`src/rtl/elink_pkg.sv`:
```
// Shared types and defaults for the FPGA-side GBT e-link endpoint.
// Optional feature macro used by elink_modport: ELINK_LOOPBACK_EN.
package elink_pkg;

    typedef logic [9:0] elink_word_t;

    typedef enum logic [1:0] {
        UNLOCKED = 2'b00,
        LOCKING  = 2'b01,
        LOCKED   = 2'b10
    } lock_state_t;

    localparam logic [7:0]  DEF_LOCK_COUNT = 8'd16;
    localparam logic [7:0]  DEF_TIMEOUT    = 8'd8;
    localparam elink_word_t DEF_IDLE_WORD  = 10'h000;

    // Saturating 8-bit increment: counters stick at all-ones instead of wrapping.
    function automatic logic [7:0] sat_inc8(input logic [7:0] v);
        return (v == 8'hFF) ? v : (v + 8'd1);
    endfunction

endpackage

```
`src/rtl/elink_lock_det.sv`:
```
// dclk[0] activity detector: transition detect, idle/lock counters and the
// UNLOCKED -> LOCKING -> LOCKED state machine. o_locked is a register.
module elink_lock_det
    import elink_pkg::*;
#(
    parameter logic [7:0] LOCK_COUNT = DEF_LOCK_COUNT,
    parameter logic [7:0] TIMEOUT    = DEF_TIMEOUT
) (
    input  logic sClk,
    input  logic rst_n,
    input  logic i_dclk0,
    output logic o_locked
);

    logic        r_d0;
    logic        r_primed;
    logic [7:0]  r_idle;
    logic [7:0]  r_lock_cnt;
    logic        r_locked;
    lock_state_t r_state;

    logic        w_trans;
    logic [7:0]  w_idle_next;
    logic [7:0]  w_cnt_next;
    logic        w_timeout;

    // The first sample after reset only primes r_d0, so it can never look like an edge.
    assign w_trans     = r_primed & (r_d0 ^ i_dclk0);
    assign w_idle_next = sat_inc8(r_idle);
    assign w_cnt_next  = sat_inc8(r_lock_cnt);
    // A transition in the expiry cycle wins, so timeout only fires on a quiet cycle.
    assign w_timeout   = ~w_trans & (w_idle_next >= TIMEOUT);

    // Sample dclk[0] once per cycle and remember that the sampler holds a real value.
    always_ff @(posedge sClk or negedge rst_n) begin
        if (!rst_n) begin
            r_d0     <= 1'b0;
            r_primed <= 1'b0;
        end else begin
            r_d0     <= i_dclk0;
            r_primed <= 1'b1;
        end
    end

    // Idle counter: cycles since the last transition, saturating.
    always_ff @(posedge sClk or negedge rst_n) begin
        if (!rst_n) begin
            r_idle <= 8'd0;
        end else if (w_trans) begin
            r_idle <= 8'd0;
        end else begin
            r_idle <= w_idle_next;
        end
    end

    // Lock FSM with its transition counter and registered locked flag.
    always_ff @(posedge sClk or negedge rst_n) begin
        if (!rst_n) begin
            r_state    <= UNLOCKED;
            r_lock_cnt <= 8'd0;
            r_locked   <= 1'b0;
        end else begin
            case (r_state)
                UNLOCKED: begin
                    if (w_trans && (LOCK_COUNT <= 8'd1)) begin
                        r_state    <= LOCKED;
                        r_lock_cnt <= 8'd1;
                        r_locked   <= 1'b1;
                    end else if (w_trans) begin
                        r_state    <= LOCKING;
                        r_lock_cnt <= 8'd1;
                        r_locked   <= 1'b0;
                    end else begin
                        r_state    <= UNLOCKED;
                        r_lock_cnt <= 8'd0;
                        r_locked   <= 1'b0;
                    end
                end
                LOCKING: begin
                    if (w_trans && (w_cnt_next >= LOCK_COUNT)) begin
                        r_state    <= LOCKED;
                        r_lock_cnt <= w_cnt_next;
                        r_locked   <= 1'b1;
                    end else if (w_trans) begin
                        r_state    <= LOCKING;
                        r_lock_cnt <= w_cnt_next;
                        r_locked   <= 1'b0;
                    end else if (w_timeout) begin
                        r_state    <= UNLOCKED;
                        r_lock_cnt <= 8'd0;
                        r_locked   <= 1'b0;
                    end else begin
                        r_state    <= LOCKING;
                        r_lock_cnt <= r_lock_cnt;
                        r_locked   <= 1'b0;
                    end
                end
                LOCKED: begin
                    if (w_timeout) begin
                        r_state    <= UNLOCKED;
                        r_lock_cnt <= 8'd0;
                        r_locked   <= 1'b0;
                    end else begin
                        r_state    <= LOCKED;
                        r_lock_cnt <= r_lock_cnt;
                        r_locked   <= 1'b1;
                    end
                end
                default: begin
                    r_state    <= UNLOCKED;
                    r_lock_cnt <= 8'd0;
                    r_locked   <= 1'b0;
                end
            endcase
        end
    end

    assign o_locked = r_locked;

endmodule

```
`src/rtl/elink_modport.sv`:
```
// FPGA-side endpoint of one 10-bit GBT e-link ("fpga" view of the e-link).
// Registered downlink capture, registered uplink with idle-word insertion.
// Optional feature macro: ELINK_LOOPBACK_EN adds a loopback input that echoes
// captured downlink words onto din and blocks user uplink traffic.
module elink_modport
    import elink_pkg::*;
#(
    parameter logic [7:0] LOCK_COUNT = DEF_LOCK_COUNT,
    parameter logic [7:0] TIMEOUT    = DEF_TIMEOUT,
    parameter logic [9:0] IDLE_WORD  = DEF_IDLE_WORD
) (
    input  logic       sClk,
    input  logic       rst_n,
    input  logic [1:0] dclk,
    input  logic [9:0] dout,
    input  logic       tx_valid,
    output logic [9:0] din,
    output logic       rx_valid,
    output logic       rxrdy,
    output logic       txrdy,
    output logic [9:0] down_data,
    output logic       down_valid,
    input  logic [9:0] up_data,
    input  logic       up_valid,
    output logic       up_ready,
    output logic       locked
`ifdef ELINK_LOOPBACK_EN
    ,
    input  logic       loopback
`endif
);

    logic       w_locked;
    logic       w_lb;
    logic       w_capture;
    logic       w_accept;
    logic       w_loop_word;
    logic       w_dclk1_unused;

    logic [9:0] r_down_data;
    logic       r_down_valid;
    logic [9:0] r_din;
    logic       r_rx_valid;

    // dclk[1] carries no information for this endpoint.
    assign w_dclk1_unused = dclk[1];

    elink_lock_det #(
        .LOCK_COUNT (LOCK_COUNT),
        .TIMEOUT    (TIMEOUT)
    ) u_lock_det (
        .sClk     (sClk),
        .rst_n    (rst_n),
        .i_dclk0  (dclk[0]),
        .o_locked (w_locked)
    );

`ifdef ELINK_LOOPBACK_EN
    assign w_lb = loopback;
`else
    assign w_lb = 1'b0;
`endif

    // All capture/accept decisions use the registered lock flag, so the cycle
    // it drops nothing new enters either path.
    assign w_capture   = w_locked & tx_valid;
    assign up_ready    = w_locked & ~w_lb;
    assign w_accept    = up_valid & up_ready;
    assign w_loop_word = w_lb & w_capture;

    // Downlink capture: one-cycle strobe, data holds between captures.
    always_ff @(posedge sClk or negedge rst_n) begin
        if (!rst_n) begin
            r_down_data  <= 10'h000;
            r_down_valid <= 1'b0;
        end else if (w_capture) begin
            r_down_data  <= dout;
            r_down_valid <= 1'b1;
        end else begin
            r_down_data  <= r_down_data;
            r_down_valid <= 1'b0;
        end
    end

    // Uplink register: loopback echo, accepted user word, or the idle word.
    always_ff @(posedge sClk or negedge rst_n) begin
        if (!rst_n) begin
            r_din      <= IDLE_WORD;
            r_rx_valid <= 1'b0;
        end else if (w_loop_word) begin
            r_din      <= dout;
            r_rx_valid <= 1'b1;
        end else if (w_accept) begin
            r_din      <= up_data;
            r_rx_valid <= 1'b1;
        end else begin
            r_din      <= IDLE_WORD;
            r_rx_valid <= 1'b0;
        end
    end

    assign down_data  = r_down_data;
    assign down_valid = r_down_valid;
    assign din        = r_din;
    assign rx_valid   = r_rx_valid;
    assign locked     = w_locked;
    assign rxrdy      = w_locked;
    assign txrdy      = w_locked;

endmodule

```
`config.mk`:
```
export PLATFORM = sky130hd
export DESIGN_NAME = elink_modport
export DESIGN_NICKNAME = d
export VERILOG_FILES = /design/src/rtl/elink_pkg.sv /design/src/rtl/elink_lock_det.sv /design/src/rtl/elink_modport.sv
export SDC_FILE = /design/constraint.sdc
export NUM_CORES = 1
export LEC_CHECK = 0
export ABC_AREA = 1
export CORE_ASPECT_RATIO = 1.25
export CORE_MARGIN = 4
export CORE_UTILIZATION = 53
export DETAILED_ROUTE_END_ITERATION = 7
export GPL_ROUTABILITY_DRIVEN = 0
export PLACE_DENSITY = 0.95
export SYNTH_ARGS = -nofsm -noshare
export SYNTH_HDL_FRONTEND = slang
export SYNTH_HIERARCHICAL = 1
export SYNTH_SLANG_ARGS = --single-unit
```
`constraint.sdc`:
```
create_clock -name sClk -period 4.1 [get_ports sClk]
set_input_delay 0.41 -clock sClk [delete_from_list [all_inputs] [get_ports sClk]]
set_output_delay 0.41 -clock sClk [all_outputs]
set_load 0.01 [all_outputs]
```
Word-level counts from Yosys, hierarchy flattened
Index checks and enable logic that the tools add are counted.
{"block": "totals", "regBits": 43, "input_bits": 26, "elab_cells": 46, "output_inout_bits": 26}
{"block": "op_classes", "addsub": 2, "muxes": 20, "n_reduce_logical": 2, "n_eq_ne": 4, "n_lt_le_gt_ge": 2, "bitwise": 6}
{"op": "8-bit two-way mux", "count": 6}
{"op": "8-bit case mux with 3 select lines", "count": 1}
{"op": "8-bit by 1-bit adder with 8-bit output (second input constant)", "count": 2}
{"op": "8-bit equality test (second input constant)", "count": 2}
{"op": "10-bit two-way mux", "count": 1}
{"op": "8-bit by 4-bit >= comparator with 1-bit output (second input constant)", "count": 1}
{"op": "8-bit by 5-bit >= comparator with 1-bit output (second input constant)", "count": 1}
{"op": "1-bit two-way mux", "count": 7}
{"op": "2-bit two-way mux", "count": 3}
{"op": "2-bit case mux with 3 select lines", "count": 1}
{"op": "1-bit AND", "count": 4}
{"op": "2-bit by 1-bit equality test with 1-bit output (second input constant)", "count": 1}
{"op": "2-bit equality test (second input constant)", "count": 1}
{"op": "2-bit zero test", "count": 1}
{"op": "1-bit case mux with 2 select lines", "count": 1}
{"op": "1-bit logical AND", "count": 1}
{"op": "1-bit inverter", "count": 1}
{"op": "1-bit XOR", "count": 1}

Longest topological paths before layout
{"block": "depth", "ltp_word": 8, "ltp_mapped": 12}

Cells and area by module
The synthesis kept the hierarchy.
{"module": "elink_lock_det", "instances": 1, "area_each_um2": 1317.5, "cells_each": 169}
{"module": "elink_modport", "instances": 1, "area_each_um2": 823.3, "cells_each": 83}

Worst setup path before layout
No wires, ideal clock.
{"block": "synth_timing", "path_type": "register to register", "from": "register u_lock_det.r_idle[0]", "to": "register u_lock_det.r_lock_cnt[7]", "path_stages_with_launch": 12, "arrival_ns": 1.613, "setup_slack_ns": 2.409, "setup_ns": 0.078, "period_less_slack_ns": 1.691, "path_cell_list": "dfrtp_1 > ha_1 > nand2_2 > inv_2 > nand3_2 > nand2_1 > inv_2 > nand3_2 > o21bai_4 > buf_6 > o211ai_1 > a21oi_1"}
{"block": "synth_via", "elab_chain_cells": 8, "word_cells_on_any_way": 9, "classes_between": "add/sub: 1; order compare: 1; eq/ne: 1; mux: 5; bitwise: 1"}
{"item": "start: declaration", "line_no": "elink_lock_det.sv:17", "rtl": "logic [7:0] r_idle;"}
{"item": "start signal: assignment", "line_no": "elink_lock_det.sv:52", "rtl": "r_idle <= w_idle_next;"}
{"item": "8-bit by 1-bit adder with 8-bit output or 8-bit equality test (tied branches)", "line_no": "elink_pkg.sv:19", "rtl": "return (v == 8'hFF) ? v : (v + 8'd1);"}
{"item": "8-bit two-way mux (*)", "line_no": "elink_pkg.sv:19"}
{"item": "8-bit by 4-bit >= comparator with 1-bit output (*)", "line_no": "elink_lock_det.sv:32", "rtl": "assign w_timeout = ~w_trans & (w_idle_next >= TIMEOUT);"}
{"item": "1-bit AND (*)", "line_no": "elink_lock_det.sv:32"}
{"item": "8-bit two-way mux (*)"}
{"item": "8-bit two-way mux (2 in a row)"}
{"item": "8-bit case mux with 3 select lines (*)"}
{"item": "end signal: assignment", "line_no": "elink_lock_det.sv:82", "rtl": "r_lock_cnt <= w_cnt_next;"}
{"item": "end signal: assignment", "line_no": "elink_lock_det.sv:86", "rtl": "r_lock_cnt <= w_cnt_next;"}
{"item": "end signal: assignment", "line_no": "elink_lock_det.sv:94", "rtl": "r_lock_cnt <= r_lock_cnt;"}
{"item": "end: declaration", "line_no": "elink_lock_det.sv:18", "rtl": "logic [7:0] r_lock_cnt;"}
Mark *: on every way between the ends. The rest lies on a longest branch, timed or not.
A chain may end at the register's enable or synchronous reset.

Final worst setup path
{"block": "layout_timing", "from": "register u_lock_det.r_locked (netlist: u_lock_det/o_locked)", "to": "output up_ready"}
{"item": "start: declaration", "line_no": "elink_lock_det.sv:19", "rtl": "logic r_locked;"}
{"item": "start signal: assignment", "line_no": "elink_lock_det.sv:61", "rtl": "r_locked <= 1'b0;"}
{"item": "start signal: assignment", "line_no": "elink_lock_det.sv:68", "rtl": "r_locked <= 1'b1;"}
{"item": "start signal: assignment", "line_no": "elink_lock_det.sv:72", "rtl": "r_locked <= 1'b0;"}
{"item": "end: declaration", "line_no": "elink_modport.sv:25", "rtl": "output logic up_ready,"}
No word-level cell between the ends.

==> results.json <==
{
  "run_status": "finished, final reports clean",
  "dp_slack_ps": 2060,
  "rr_endpoint": "u_lock_det/r_state[0]",
  "avgSynthCellArea_um2": 8.50,
  "clockBufferDepth": 2,
  "period_needed_ps": 2030,
  "synth_edf_count": 0,
  "nets": 332,
  "slew_headroom_pct": 38.8,
  "critPathCaptureType": "output pin",
  "grt_pass1_wl_mm": 8.92,
  "critPathTopFamily": "flip-flops",
  "syn-num-nets": 284,
  "r2r_cells": 10,
  "gr-total-overflow": 0,
  "drtIter0Drc": 107,
  "synth_top_area_share_pct": 50.3,
  "io_pins": 52,
  "wl_mm": 5.46,
  "whs_ps": 219,
  "slowest_stage": "dfrtp_1",
  "fill_cells": 247,
  "antenna_found_initial": 0,
  "cts_hold_buf": 0,
  "grt_pass1_vias": 1897,
  "finClkSkew_ps": 7.57,
  "slowest_delay_ps": 670,
  "worstSetupPathType": "flip-flop to output pin",
  "finalHoldViolations": 0,
  "ys_top_cells_by_area": "dfrtp_1, nand2_1, nand3_1, inv_1, nor2_1",
  "powerDensity_nw_per_um2": 462,
  "synth_cells": 252,
  "critPathLaunch": "u_lock_det/o_locked",
  "syn_to_final_growth_pct": 27.7,
  "seq_area_frac_synth_pct": 50.3,
  "synth_ff_type": "dfrtp_1",
  "vias": 1908,
  "slew_viol_final": 0,
  "routedWlPerCell_um": 15.4,
  "ys_seq_elements": 43,
  "cp-start-kind": "flip-flop",
  "worst_slew_pin_slew_ps": 918,
  "start_util_pct": 55.6,
  "diodes": 0,
  "synth_most_common_cell": "nand2_1",
  "die_x_um": 64.8,
  "dieArea_um2": 5130,
  "synth_cell_types": 32,
  "yosysWarnings": 6,
  "yosys.area.top_type": "dfrtp_1",
  "drive_gt1_share_pct": 8.97,
  "grt_use_total_pct": 23.1,
  "syn_area_um2": 2140,
  "rsz0062_at_grt": "false",
  "numCtsBuffers": 5,
  "synth_async_sr_flop_share_pct": 100,
  "path_depth": 1,
  "hold_class": "input port to async pin",
  "crit_path_max_fanout": 16,
  "post-route-period-util_pct": 49.5,
  "path_buf_inv": 1,
  "setup_viol": 0,
  "max-cap-violations": 0,
  "root_buffer": "clkbuf_8",
  "crit_chain": "clkdlybuf4s50_1",
  "placed_area_um2": 2640,
  "routed_via_density": 5.37,
  "core_um2": 3850,
  "cp-endpoint": "up_ready",
  "fmax_mhz": 492,
  "required_ps": 3690,
  "crit_arrival_ps": 1620,
  "grt_max_degree": 44,
  "cts_tree": "yes",
  "cts_setup_buffers": 0,
  "final_cell_area_um2": 2730,
  "fin_tns_setup_ps": 0,
  "hpwl_mm": 3.31,
  "power.ir.vdd_worst_uv": 375,
  "clk_pin_slew_ps": 90,
  "port_buffers": 50,
  "drtPass1Iterations": 5,
  "clock_latency_ps": 310,
  "cts_resized": 0,
  "p_leak_nw": 1.36,
  "clock-sinks": 43,
  "rows": 25,
  "drc": 0,
  "die_h_um": 79.1,
  "ant_nets": 0,
  "timing.rr.start": "u_lock_det/r_idle[0]",
  "r2r_setup_slack_ps": 2080,
  "fin_ws_ps": 2070,
  "cts_max_level": 2,
  "ys_top_cells_by_count": "nand2_1, dfrtp_1, inv_1"
}
[where the power goes]
group	internal (mW)	switching [mW]	total, mW	leakage, nW
Sequential	0.499	0.0668	0.566	0.582
Combinational	0.181	0.215	0.396	0.730
Clock	0.138	0.163	0.301	0.0474
[logic make-up (layout without fill, tap and decap cells)]
family	after synthesis	count (layout)	synth area share, %
AO/OA/AOI/OAI	32	32	9.06
XOR/XNOR	2	2	0.818
adder cells (fa/ha/maj)	6	6	3.51
buffers and inverters	46	95	9.88
flip-flops	43	43	50.3
other	1	1	0.175
AND/OR/NAND/NOR	122	122	26.3
[layout make-up]
type / instances / area [um^2] / share of cell area (%)
tap: 54 / 67.6 / 2.47
timing repair buffer: 51 / 503 / 18.4
clock buffer: 6 / 82.6 / 3.02
sequential: 43 / 1080 / 39.4
multi-input combinational: 163 / 853 / 31.2
inverter: 36 / 135 / 4.94
clock inverter: 2 / 16.3 / 0.595
[flip-flops by register name, summed over array words and instances, names as in the netlist, 2 cells and up]
register and count:
din 10, down_data 10, u_lock_det/r_idle 8, u_lock_det/r_lock_cnt 8, u_lock_det/r_state 2
[how the worst min path moves through the flow]
stage,startpoint,slack [ps],cells past startpoint,to
floorplan,rst_n,110,0,din[0]
global placement,down_data[2],450,2,down_data[2]
detailed placement,down_data[4],470,2,down_data[4]
CTS,rst_n,260,1,down_data[0]
global route,rst_n,310,1,din[6]
finish,rst_n,220,1,din[6]
[routing by layer]
layer	wire length, um	global-route usage, %	vias to the layer above
li1	-	-	887
met1	2070	26.5	905
met2	2770	39.2	104
met3	490	6.36	12
met4	125	11.6	0
met5	0	0	-
[cell usage in the layout (no fill, tap or decap)]
master,synthesis,routed
nor3_1,1,1
clkbuf_8,0,6
o211ai_1,4,4
inv_2,4,4
o21ai_2,1,1
inv_1,32,32
or2_2,1,1
or2_1,1,1
buf_4,4,1
nand3b_4,1,1
clkinvlp_4,0,1
conb_1,1,1
nand3_2,3,3
o21ai_0,6,6
dfrtp_1,43,43
clkinv_4,0,1
nand2_2,3,3
nor2_4,1,1
a21oi_1,15,15
xor2_1,2,2
nand2_1,57,57
nand3_1,26,26
nor2_2,2,2
buf_2,1,1
a31oi_1,3,3
clkdlybuf4s50_1,0,49
o21ai_1,1,1
o21bai_1,1,1
nand3b_1,1,1
nor2_1,22,22
o21bai_4,1,1
nand4_1,3,3
ha_1,6,6
[per-stage QoR]
stage               total power, mW  instances  utilization [%]
floorplan                     0.774        252                -
global placement              0.921        347             68.5
detailed placement            0.941        347             68.5
CTS                            1.26        355             71.1
global route                   1.33        355             71.1
finish                         1.26        355             71.1
Power figures use the tool's default switching activity.
